`src/rtl/muldiv_pkg.sv`:
```
// Shared definitions for the iterative HI/LO multiply/divide unit.
package muldiv_pkg;

  localparam int unsigned DataWidth = 32;
  // LO value that a divide by zero returns.
  localparam logic [DataWidth-1:0] DivZeroLo = 32'hFFFF_FFFF;

  typedef enum logic [1:0] {
    OpMult  = 2'b00,
    OpMultu = 2'b01,
    OpDiv   = 2'b10,
    OpDivu  = 2'b11
  } muldiv_op_e;

  typedef enum logic [1:0] {
    StIdle,
    StCalc,
    StFix
  } muldiv_state_e;

endpackage

```
`src/rtl/muldiv_step.sv`:
```
// One unsigned iteration: a shift-add multiply step or a restoring divide step.
// Multiply: acc = {partial product, multiplier}. Divide: acc = {remainder, dividend/quotient}.
module muldiv_step
  import muldiv_pkg::*;
(
  input  logic                   isDiv,
  input  logic [2*DataWidth-1:0] accIn,
  input  logic [DataWidth-1:0]   operand,
  output logic [2*DataWidth-1:0] accOut
);

  localparam int unsigned W = DataWidth;

  logic [W:0]   sum;
  logic [W:0]   remShift;
  logic [W-1:0] diffLo;
  logic         canSub;

  always_comb begin
    sum      = {1'b0, accIn[2*W-1:W]} + (accIn[0] ? {1'b0, operand} : {(W + 1){1'b0}});
    remShift = {accIn[2*W-1:W], accIn[W-1]};
    canSub   = remShift >= {1'b0, operand};
    // Remainder after a successful subtract is below the divisor, so W bits suffice.
    diffLo   = remShift[W-1:0] - operand;
    if (!isDiv) begin
      accOut = {sum, accIn[W-1:1]};
    end else if (canSub) begin
      accOut = {diffLo, accIn[W-2:0], 1'b1};
    end else begin
      accOut = {remShift[W-1:0], accIn[W-2:0], 1'b0};
    end
  end

endmodule

```
`src/rtl/muldiv_unit.sv`:
```
// Sequenced multiply/divide unit writing architectural HI/LO registers.
// Define MULDIV_FAST_MUL_EN for a single-cycle combinational multiply path.
module muldiv_unit
  import muldiv_pkg::*;
(
  input  logic        clk,
  input  logic        reset,
  input  logic        muldivE,
  input  logic [1:0]  opE,
  input  logic [31:0] srcaE,
  input  logic [31:0] srcbE,
  input  logic        mfloM,
  input  logic        mfhiM,
  output logic        busy,
  output logic        done,
  output logic [31:0] hilo_rdata,
  output logic [31:0] hi,
  output logic [31:0] lo
);

  localparam int unsigned W = DataWidth;

`ifdef MULDIV_FAST_MUL_EN
  localparam bit FastMul = 1'b1;
`else
  localparam bit FastMul = 1'b0;
`endif

  muldiv_state_e  stateQ, stateD;
  muldiv_op_e     opQ;
  logic [4:0]     cntQ;
  logic [2*W-1:0] accQ, accStep, accInit;
  logic [W-1:0]   operandQ;
  logic           negQ, remNegQ, divZeroQ;
  logic [W-1:0]   hiQ, loQ;

  logic           startIsDiv, signedOp, aNeg, bNeg, isDivQ;
  logic [W-1:0]   magA, magB;
  logic [2*W-1:0] prodFix;
  logic [W-1:0]   quoFix, remFix;

  // Operand magnitudes and signs for the request presented this cycle.
  always_comb begin
    startIsDiv = opE[1];
    signedOp   = !opE[0];
    aNeg       = signedOp & srcaE[W-1];
    bNeg       = signedOp & srcbE[W-1];
    magA       = aNeg ? -srcaE : srcaE;
    magB       = bNeg ? -srcbE : srcbE;
    accInit    = startIsDiv ? {{W{1'b0}}, magA} : {{W{1'b0}}, magB};
`ifdef MULDIV_FAST_MUL_EN
    if (!startIsDiv) begin
      accInit = {{W{1'b0}}, magA} * {{W{1'b0}}, magB};
    end
`endif
  end

  assign isDivQ = (opQ == OpDiv) || (opQ == OpDivu);

  muldiv_step stepUnit (
    .isDiv  (isDivQ),
    .accIn  (accQ),
    .operand(operandQ),
    .accOut (accStep)
  );

  always_comb begin
    stateD = stateQ;
    unique case (stateQ)
      StIdle: begin
        if (muldivE) begin
          stateD = (FastMul && !startIsDiv) ? StFix : StCalc;
        end
      end
      StCalc: begin
        if (cntQ == 5'(W - 1)) begin
          stateD = StFix;
        end
      end
      StFix:   stateD = StIdle;
      default: stateD = StIdle;
    endcase
  end

  // Sign correction; a zero divisor overrides the quotient, the remainder already equals srcaE.
  always_comb begin
    prodFix = negQ ? -accQ : accQ;
    quoFix  = divZeroQ ? DivZeroLo : (negQ ? -accQ[W-1:0] : accQ[W-1:0]);
    remFix  = remNegQ ? -accQ[2*W-1:W] : accQ[2*W-1:W];
  end

  always_ff @(posedge clk or negedge reset) begin
    if (!reset) begin
      stateQ   <= StIdle;
      opQ      <= OpMult;
      cntQ     <= '0;
      accQ     <= '0;
      operandQ <= '0;
      negQ     <= 1'b0;
      remNegQ  <= 1'b0;
      divZeroQ <= 1'b0;
      hiQ      <= '0;
      loQ      <= '0;
    end else begin
      stateQ <= stateD;
      unique case (stateQ)
        StIdle: begin
          if (muldivE) begin
            accQ     <= accInit;
            operandQ <= startIsDiv ? magB : magA;
            opQ      <= muldiv_op_e'(opE);
            negQ     <= aNeg ^ bNeg;
            remNegQ  <= aNeg;
            divZeroQ <= (srcbE == '0);
            cntQ     <= '0;
          end
        end
        StCalc: begin
          accQ <= accStep;
          cntQ <= cntQ + 5'd1;
        end
        StFix: begin
          if (isDivQ) begin
            hiQ <= remFix;
            loQ <= quoFix;
          end else begin
            hiQ <= prodFix[2*W-1:W];
            loQ <= prodFix[W-1:0];
          end
        end
        default: ;
      endcase
    end
  end

  assign busy = (stateQ == StCalc) || (stateQ == StFix);
  assign done = (stateQ == StFix);
  assign hi   = hiQ;
  assign lo   = loQ;

  always_comb begin
    if (mfloM) begin
      hilo_rdata = loQ;
    end else if (mfhiM) begin
      hilo_rdata = hiQ;
    end else begin
      hilo_rdata = '0;
    end
  end

endmodule

```
`config.mk`:
```
export PLATFORM = sky130hd
export DESIGN_NAME = muldiv_unit
export DESIGN_NICKNAME = d
export VERILOG_FILES = /design/src/rtl/muldiv_pkg.sv /design/src/rtl/muldiv_step.sv /design/src/rtl/muldiv_unit.sv
export SDC_FILE = /design/constraint.sdc
export NUM_CORES = 1
export LEC_CHECK = 0
export CORE_AREA = 2 2 173 175
export CTS_CLUSTER_DIAMETER = 60
export CTS_CLUSTER_SIZE = 12
export DETAILED_ROUTE_END_ITERATION = 16
export DIE_AREA = 0 0 175 177
export GPL_TIMING_DRIVEN = 1
export PLACE_DENSITY_LB_ADDON = 0.2
export SYNTH_ARGS = -nofsm -noshare
export SYNTH_HDL_FRONTEND = slang
export SYNTH_SLANG_ARGS = --single-unit
```
`constraint.sdc`:
```
create_clock -name clk -period 4.6 [get_ports clk]
set_input_delay 0.46 -clock clk [delete_from_list [all_inputs] [get_ports clk]]
set_output_delay 0.46 -clock clk [all_outputs]
set_load 0.05 [all_outputs]
```
==> reports/results.tsv <==
metric	value	unit
final setup fails	0	
Seq cells post-synth	171	
post-CTS sizing	0	
Final GP Congestion	1.026	
final design area excluding fillers	17210	µm²
PortBufs	168	
routed length per instance	20.11	µm
Synth top area share	29.27	%
Synth Flop Type	dfrtp_1	
r2r setup slk	0.69	ns
largest net degree at the start of global routing	97	
first-pass GRT wire length	74230	µm
first drt pass iteration count	5	
Worst setup EP type	flop	
crit path launch	accQ[14]	
Max Slew Vio Count	0	
hold crit path type	in -> async	
TNS Setup	0	ns
Leakage	7.440	nW
Syn Nets	2005	
clock root buffer	clkbuf_16	
Die H	177	µm
total CTS buffers	17	
post-DP HPWL	37290	µm
Max-Slew Margin vs Limit	32.89	%
clock sinks	171	
final cell count without fillers	2372	
hold buffer count at CTS	0	
Post-Syn Area	14620	µm²
metal3 WL	3621	µm
Placed Cells incl. Taps	2341	
via count	14500	
htree depth	4	
initial core utilization	49.99	%
clk buf depth	2	
Post-CTS Setup Bufs	0	
slowest stage delay, CP	0.75	ns
FF-to-FF End	hi[14]	
max_cap viols	0	
CP Launch Type	flop	
Final Hold Vio Count	0	
Post-Synthesis Cells	1859	
diode count	0	
Die X	175	µm
NumNets Final	2116	
total routed wire length on the met1 layer	21300	µm
# IOs	169	
CP Capture Point	hi[14]	
clk slew on worst S/H paths	0.07	ns
critical path depth	9	
top cells by area, synth	dfrtp_1 29%, a21oi_1 8.1%, ha_1 6.2%, nor2_1 6.2%, xor2_1 5.3%	
post-route ant nets	0	
initial drt markers	1526	
Congestion Overflow GR	0	
CP top delay family	simple AND/OR/NAND/NOR gates	
placed cell area	16660	µm²
minimum clock period	3.913	ns
Layout area overhead	17.71	%
Core Box Area	29240	µm²
drt via density	6.113	
drc violations	0	
FP Rows	63	
Netlist cell types	73	
proportion of layout cells with a drive suffix above 1	6.811	%
register area share after synthesis	29.27	%
RSZ-0062 raised after global routing	no	
worst path required time	4.93	ns
outcome	completed	
vias in the first global route	13291	
worst vdd rail ir drop	0.0003744	V
WP data arrival	4.24	ns
Tot GR Track Use	30.50	%
crit-path cells	or4_1 > or4b_1 > nor4_1 > nand3_1 > or2_1 > nand2_2 > o21ai_0 > xor2_1 > mux2_2	
Critical path buffers and inverters	0	
share of flip-flops with an asynchronous set or reset	100.0	%
clk_skew	0.01165	ns
post-synth top area cell	dfrtp_1	
initial antenna violation count	0	
worst r2r path cells	9	
Tightest Pin Transition	1.003	ns
die area	30980	µm²
critical path fanouts, max	7	
clk_lat worst skew	0.45	ns
CTS tree	yes	
most frequent cells in the layout	243 x nor2_1, 235 x a21oi_1, 170 x dfrtp_1	
commonest non-fill, non-tap cell in the layout	nor2_1	
WL met2	21320	µm
fmax	255.6	MHz
Reg2Reg Launch Point	accQ[14]	
Post-synth EDFFs	0	
syn_area_per_cell	7.865	µm²
Slowest cell on crit path	nor4_1	
Setup CP Type	reg -> reg	
yosys warns	0	
Period Utilization, post-route	85.06	%
Power Density	621.6	nW/µm²
top layer in use	met4	
final wirelength	47700	µm
## metrics by stage
stage,hold slack (ns),worst slack (ns),utilization (%),total power [mW]
after floorplan,0.1644,1.370,-,7.219
after global placement,0.4639,0.7795,56.97,9.006
after detailed placement,0.4709,0.7743,56.97,9.126
after CTS,0.1538,0.7550,58.85,10.53
after global routing,0.2108,0.3932,58.85,11.46
final,0.1414,0.6871,58.85,10.70
## cell usage after synthesis (36+ instances only)
library cell and n:
inv_1 57, o21ai_0 151, a22o_1 36, nor2_1 243, nor3_1 42, a21oi_1 236, nand3_1 39, mux2_2 47
xor2_1 89, nand2_1 133, ha_1 73, xnor2_1 80, dfrtp_1 171, clkbuf_1 95
## kinds of logic (layout without fill, tap and decap cells)
group,count (synthesis),after routing,share of synthesized area (%)
simple gates,589,589,18.54
xor+xnor,169,169,10.12
mux,77,77,5.674
compound gates,615,615,25.69
fa+ha+maj,75,75,6.521
buf+inv,163,286,4.185
flops,171,171,29.27
## power breakdown
group          switching [mW]  internal (mW)  leakage, nW
combinational            4.18           2.57         4.95
sequential              0.663           1.91         2.22
clock                   0.655          0.726        0.266
total                    5.50           5.20         7.44
## metal layers
metal / vias up / track usage [%]
li1: 6925 / -
met1: 6808 / 43.18
met2: 674 / 47.97
met3: 93 / 4.124
met4: 0 / 10.52
met5: - / 0
## flip-flops by register name (all words and copies together) (netlist names)
signal,count
accQ,64
hi,32
operandQ,32
remNegQ,1
cntQ,5
divZeroQ,1
lo,32
negQ,1
stateQ,2
opQ,1
## area by class of cell
type | count | area, µm²
fillers | 2649 | 12040
multi-input cells | 1525 | 9767
flip-flops and latches | 171 | 4280
repair buffers | 197 | 1908
well taps | 390 | 488.0
clock buffers | 20 | 456.7
inverters | 58 | 217.7
clock inverters | 11 | 91.34
## worst min path at each step
stage / start / end / slack [ns] / cells after the start
3_5_place_dp: operandQ[7] / operandQ[7] / 0.47 / 2
5_1_grt: reset / accQ[51] / 0.21 / 1
3_3_place_gp: operandQ[13] / operandQ[13] / 0.46 / 2
6_report: reset / accQ[51] / 0.14 / 1
4_1_cts: reset / accQ[51] / 0.15 / 1
2_1_floorplan: reset / accQ[0] / 0.16 / 0
(Power assumes the default switching activity.)
